--- config.mk ---
export PLATFORM = sky130hd
export DESIGN_NAME = param_multicycle_core
export DESIGN_NICKNAME = d
export VERILOG_FILES = /design/src/rtl/param_multicycle_core.sv
export SDC_FILE = /design/constraint.sdc
export NUM_CORES = 1
export LEC_CHECK = 0
export BUFFER_PORTS_ARGS = -buffer_cell sky130_fd_sc_hd__buf_2
export CORE_ASPECT_RATIO = 2
export CORE_MARGIN = 2
export CORE_UTILIZATION = 40
export DETAILED_ROUTE_END_ITERATION = 8
export GPL_TIMING_DRIVEN = 1
export PLACE_DENSITY_LB_ADDON = 0.1
export SYNTH_ARGS = -nofsm -noshare
export SYNTH_HDL_FRONTEND = slang
export SYNTH_SLANG_ARGS = --single-unit
--- constraint.sdc ---
create_clock -name clk -period 3.3 [get_ports clk]
set_clock_uncertainty 0.1 [all_clocks]
set_input_delay 0.66 -clock clk [delete_from_list [all_inputs] [get_ports clk]]
set_output_delay 0.66 -clock clk [all_outputs]
set_load 0.05 [all_outputs]
--- src/rtl/param_multicycle_core.sv ---
// Parametrised two-cycle (FETCH/EXEC) core with a loadable program memory,
// register file, ALU, start/halt control and a combinational debug read port.
module param_multicycle_core #(
  parameter int unsigned DW      = 5,
  parameter int unsigned AW      = 3,
  parameter int unsigned PW      = 3,
  parameter int unsigned R0_INIT = 1
) (
  input  logic              clk,
  input  logic              rst,
  input  logic              start,
  input  logic              prog_we,
  input  logic [PW-1:0]     prog_addr,
  input  logic [3+3*AW-1:0] prog_wdata,
  input  logic [AW-1:0]     dbg_addr,
  output logic [DW-1:0]     dbg_data,
  output logic [PW-1:0]     pc,
  output logic              busy,
  output logic              halted
);

  localparam int unsigned NREG  = 2**AW;
  localparam int unsigned NPROG = 2**PW;
  localparam int unsigned IW    = 3 + 3*AW;

  typedef enum logic [1:0] {S_IDLE, S_FETCH, S_EXEC, S_HALTED} state_e;

  typedef enum logic [2:0] {
    OP_ADD  = 3'd0,
    OP_BRZ  = 3'd1,
    OP_AND  = 3'd2,
    OP_XOR  = 3'd3,
    OP_SUB  = 3'd4,
    OP_LDI  = 3'd5,
    OP_NOP  = 3'd6,
    OP_HALT = 3'd7
  } op_e;

  state_e          state;
  logic [IW-1:0]   ir;
  logic [DW-1:0]   regs [NREG];
  logic [IW-1:0]   pmem [NPROG];

  op_e             op;
  logic [AW-1:0]   src1, src2, dst;
  logic [2*AW-1:0] imm;
  logic [DW-1:0]   rs1, rs2, alu_res;
  logic            wr_en;
  logic [PW-1:0]   pc_next;
  logic            ctrl_idle;

  assign dbg_data  = regs[dbg_addr];
  assign ctrl_idle = (state == S_IDLE) || (state == S_HALTED);

  // Program memory has no reset so a loaded program survives rst.
  always_ff @(posedge clk) begin
    if (prog_we && ctrl_idle)
      pmem[prog_addr] <= prog_wdata;
  end

  always_comb begin
    op      = op_e'(ir[IW-1 -: 3]);
    src1    = ir[3*AW-1 -: AW];
    src2    = ir[2*AW-1 -: AW];
    dst     = ir[AW-1:0];
    imm     = {src1, src2};
    rs1     = regs[src1];
    rs2     = regs[src2];
    alu_res = '0;
    wr_en   = 1'b0;
    pc_next = pc + PW'(1);
    case (op)
      OP_ADD:  begin alu_res = rs1 + rs2; wr_en = 1'b1; end
      OP_BRZ:  if (rs1 == '0) pc_next = PW'(rs2);
      OP_AND:  begin alu_res = rs1 & rs2; wr_en = 1'b1; end
      OP_XOR:  begin alu_res = rs1 ^ rs2; wr_en = 1'b1; end
      OP_SUB:  begin alu_res = rs1 - rs2; wr_en = 1'b1; end
      OP_LDI:  begin alu_res = DW'(imm);  wr_en = 1'b1; end
      OP_NOP:  ;
      OP_HALT: pc_next = pc;
      default: ;
    endcase
  end

  always_ff @(posedge clk or posedge rst) begin
    if (rst) begin
      state  <= S_IDLE;
      pc     <= '0;
      busy   <= 1'b0;
      halted <= 1'b0;
      ir     <= '0;
      for (int unsigned i = 0; i < NREG; i++)
        regs[AW'(i)] <= (i == 0) ? DW'(R0_INIT) : '0;
    end else begin
      case (state)
        S_IDLE, S_HALTED: begin
          if (start) begin
            pc     <= '0;
            state  <= S_FETCH;
            busy   <= 1'b1;
            halted <= 1'b0;
          end
        end
        S_FETCH: begin
          ir    <= pmem[pc];
          state <= S_EXEC;
        end
        S_EXEC: begin
          pc <= pc_next;
          if (wr_en)
            regs[dst] <= alu_res;
          if (op == OP_HALT) begin
            state  <= S_HALTED;
            busy   <= 1'b0;
            halted <= 1'b1;
          end else begin
            state <= S_FETCH;
          end
        end
        default: state <= S_IDLE;
      endcase
    end
  end

endmodule

==> results.toml <==
[outcome]
outcome = "finished, violations left"
violations = "negative setup slack"

[yosys]
synthMuxAreaShare_pct = 24.5
synth_top_area_share_pct = 38.8
syn_area_mm2 = 0.00743
yosys.area_share.simple_pct = 5.71
synth_top_family_by_area = "multiplexers"
synth_ff_type = "edfxtp_1"
syn-instance-count = 473
yosysTopAreaCell = "edfxtp_1"
post-synth-top-count-cell = "edfxtp_1"
ys_seq_area_share_pct = 58.7
synth_compound_area_share_pct = 4.98
syn_avg_cell_area_um2 = 15.7
ys_types = 47
netlist_top_cells_area = "edfxtp_1 (39%), dfrtp_1 (20%), mux4_2 (14%)"
yosys-top-cells-count = "edfxtp_1 (96), dfrtp_1 (58), mux4_2 (45)"
yosysWarnings = 0
synth_seq_cells = 155
async_reset_ff_share_pct = 38.1
synth_edf_count = 96
syn-num-nets = 510
synth_xor_area_share_pct = 0.775
synth_fa_ha_area_share_pct = 2.63

[layout]
nFillCells = 1583
layout.nets = 616
area_delta_synth_final_pct = 22.7
diodes = 0
regArea_mm2 = 0.00436
multiInputGateArea_mm2 = 0.00307
final_area_mm2 = 0.00912
drive_gt1_share_pct = 43.4

[setup_path]
path_depth = 12
cp_common_cell = "xnor2_1"
critPathArrivalTime_ns = 3.78
start_kind = "flop"
worstPathRequired_ns = 3.51
reg2reg_slack_ns = -0.27
crit_fanout = 8
timing.rr.start = "ir[3]"
crit_path_max_incr_delay_ns = 0.51
critPathLaunch = "ir[3]"
slowest_stage = "mux4_2"
reg2reg_depth = 12
crit_buf_inv = 2
cp-end-kind = "flop"
worstSetupPathType = "reg2reg"
cp_cell_sequence = "buf_6 -> mux4_2 -> mux2i_2 -> inv_1 -> o31a_1 -> xnor2_1 -> ha_1 -> a21oi_2 -> xnor3_1 -> xnor2_1 -> a21o_2 -> mux2_4"
reg2reg_to = "regs[24]"
crit_family = "multiplexers"

[place]
postPlaceCellArea_mm2 = 0.00830
post-dp-hpwl_um = 13300
gp_congestion = 0.822
portBuffers = 31
dpl_worst_slack_ns = -0.406

[floorplanning]
rows = 70
die_y_um = 197
die_w_um = 100
io_pins = 32
start_util_pct = 40.8
design.core.area_mm2 = 0.0182
dieArea_mm2 = 0.0197

[timing]
finalHoldViolCount = 0
rsz0062_at_grt = "yes"
layout_setup_ws_ns = -0.267
max_freq_mhz = 280
finalCriticalPeriod_ns = 3.57
setup_viol = 17
tightest_slew_ns = 1.01
fin_crit_sh_pct = 108
slew_violations = 0
max_slew_margin_pct = 32.1

[clock_tree]
cts_tree = "built"
cts-root-buf = "clkbuf_16"
cts-htree-levels = 4
cts-hold-fix-buffers = 0
worstSkewPairLatency_ns = 0.42
ctsLongestPathBuffers = 2
cts_num_sinks = 155
path_clk_slew_ns = 0.06
cts_buffers = 17

[routing]
routed_via_density = 5.55
wire_per_inst_um = 22.9
ant_nets = 0
drc = 0
totalWireLength_um = 18500
drt-initial-drc-count = 166
detailroute.via_count = 4488
drt-pass1-iter-count = 4

[grt]
antenna_found_initial = 0
grt_first_pass_wirelength_um = 28100
grt_overflow = 0
grt_max_degree = 60
grt_pass1_vias = 4994
grtUsageTotal_pct = 20.0

[pwr]
power_w = 0.00885
p_leak_nw = 3.59
powerDensity_mw_per_mm2 = 971
peakVddDrop_mv = 0.626

[run]
maxCapViolCount = 0

[min_path]
hold_class = "in2async"
## cell families after synthesis
kind of cell             Yosys count
flip-flops                       155
multiplexers                     106
AND/OR/NAND/NOR                   87
AO/OA/AOI/OAI                     65
buffers and inverters             40
adder cells (fa/ha/maj)           15
XOR/XNOR                           5
## state kept, by name (all words and copies together), names as in the netlist
signal and count:
pmem 96, regs 40, ir 12, pc 3, state 2, busy 1
halted 1
## power breakdown
part           total (W)  internal, W  switching (W)  leakage (nW)
clock network    0.00181      0.00103       0.000782         0.261
registers        0.00278      0.00240       0.000382          1.62
logic            0.00426      0.00229        0.00197          1.70
## final cells by class
| type | instances | area share [%] |
|---|---|---|
| clock buffers | 17 | 4.67 |
| clock inverters | 15 | 1.33 |
| inverters | 12 | 0.494 |
| multi-input cells | 278 | 33.7 |
| flip-flops and latches | 155 | 47.9 |
| well taps | 216 | 2.96 |
| repair buffers | 115 | 9.02 |
## per-stage QoR
stage / TNS [ns] / std cells / hold WS [ns] / utilization (%)
6_report: -3.14 / 808 / 0.167 / 50.0
5_1_grt: -5.53 / 808 / 0.195 / 50.0
4_1_cts: -2.58 / 803 / 0.180 / 49.5
3_5_place_dp: -6.68 / 758 / 0.418 / 45.5
3_3_place_gp: -4.37 / 758 / 0.417 / 45.5
2_1_floorplan: -1.26 / 473 / 0.375 / -
## layout by cell type (no fill, tap or decap), types with 3 or more instances in the layout
| master | count |
|---|---|
| a21oi_2 | 4 |
| inv_1 | 9 |
| mux4_2 | 46 |
| mux2_4 | 13 |
| nand3b_1 | 3 |
| clkbuf_16 | 17 |
| clkinv_1 | 4 |
| mux2_2 | 15 |
| dfrtp_2 | 3 |
| mux2i_1 | 20 |
| dfrtp_1 | 55 |
| buf_4 | 79 |
| mux4_1 | 8 |
| o21ai_2 | 3 |
| a31oi_1 | 4 |
| o21ai_0 | 9 |
| buf_6 | 3 |
| nor3_2 | 9 |
| inv_2 | 3 |
| edfxtp_1 | 96 |
| a21oi_1 | 27 |
| inv_6 | 5 |
| nand2_1 | 25 |
| o21ai_1 | 3 |
| clkinvlp_4 | 3 |
| xnor2_1 | 3 |
| ha_1 | 12 |
| buf_2 | 31 |
| nand2b_1 | 4 |
| nor2_1 | 31 |
## timing repair
item	4_1_cts	5_1_grt
pin swaps	10	14
resized for setup	18	19
setup endpoints to repair	32	31
buffers inserted	14	5
## worst max path at each step
stage	endpoint	slack, ns
floorplan	regs[18]	-0.08
global placement	regs[39]	-0.31
detailed placement	regs[24]	-0.41
CTS	regs[24]	-0.21
global route	regs[24]	-0.37
finish	regs[24]	-0.27
## layer usage
layer / up-vias / share of wire [%] / global-route usage [%] / wire length [um]
li1: 2056 / - / - / -
met4: 0 / 5.1 / 11.3 / 935
met5: - / 0 / 0 / 0
met1: 2304 / 33 / 18.4 / 6100
met2: 86 / 60 / 39.3 / 11000
met3: 42 / 2.2 / 3.51 / 406
## tightest hold or removal path, delay by kind of cell
family	cells	cell delay (ns)
buf+inv	3	0.43
(Power assumes the default switching activity.)
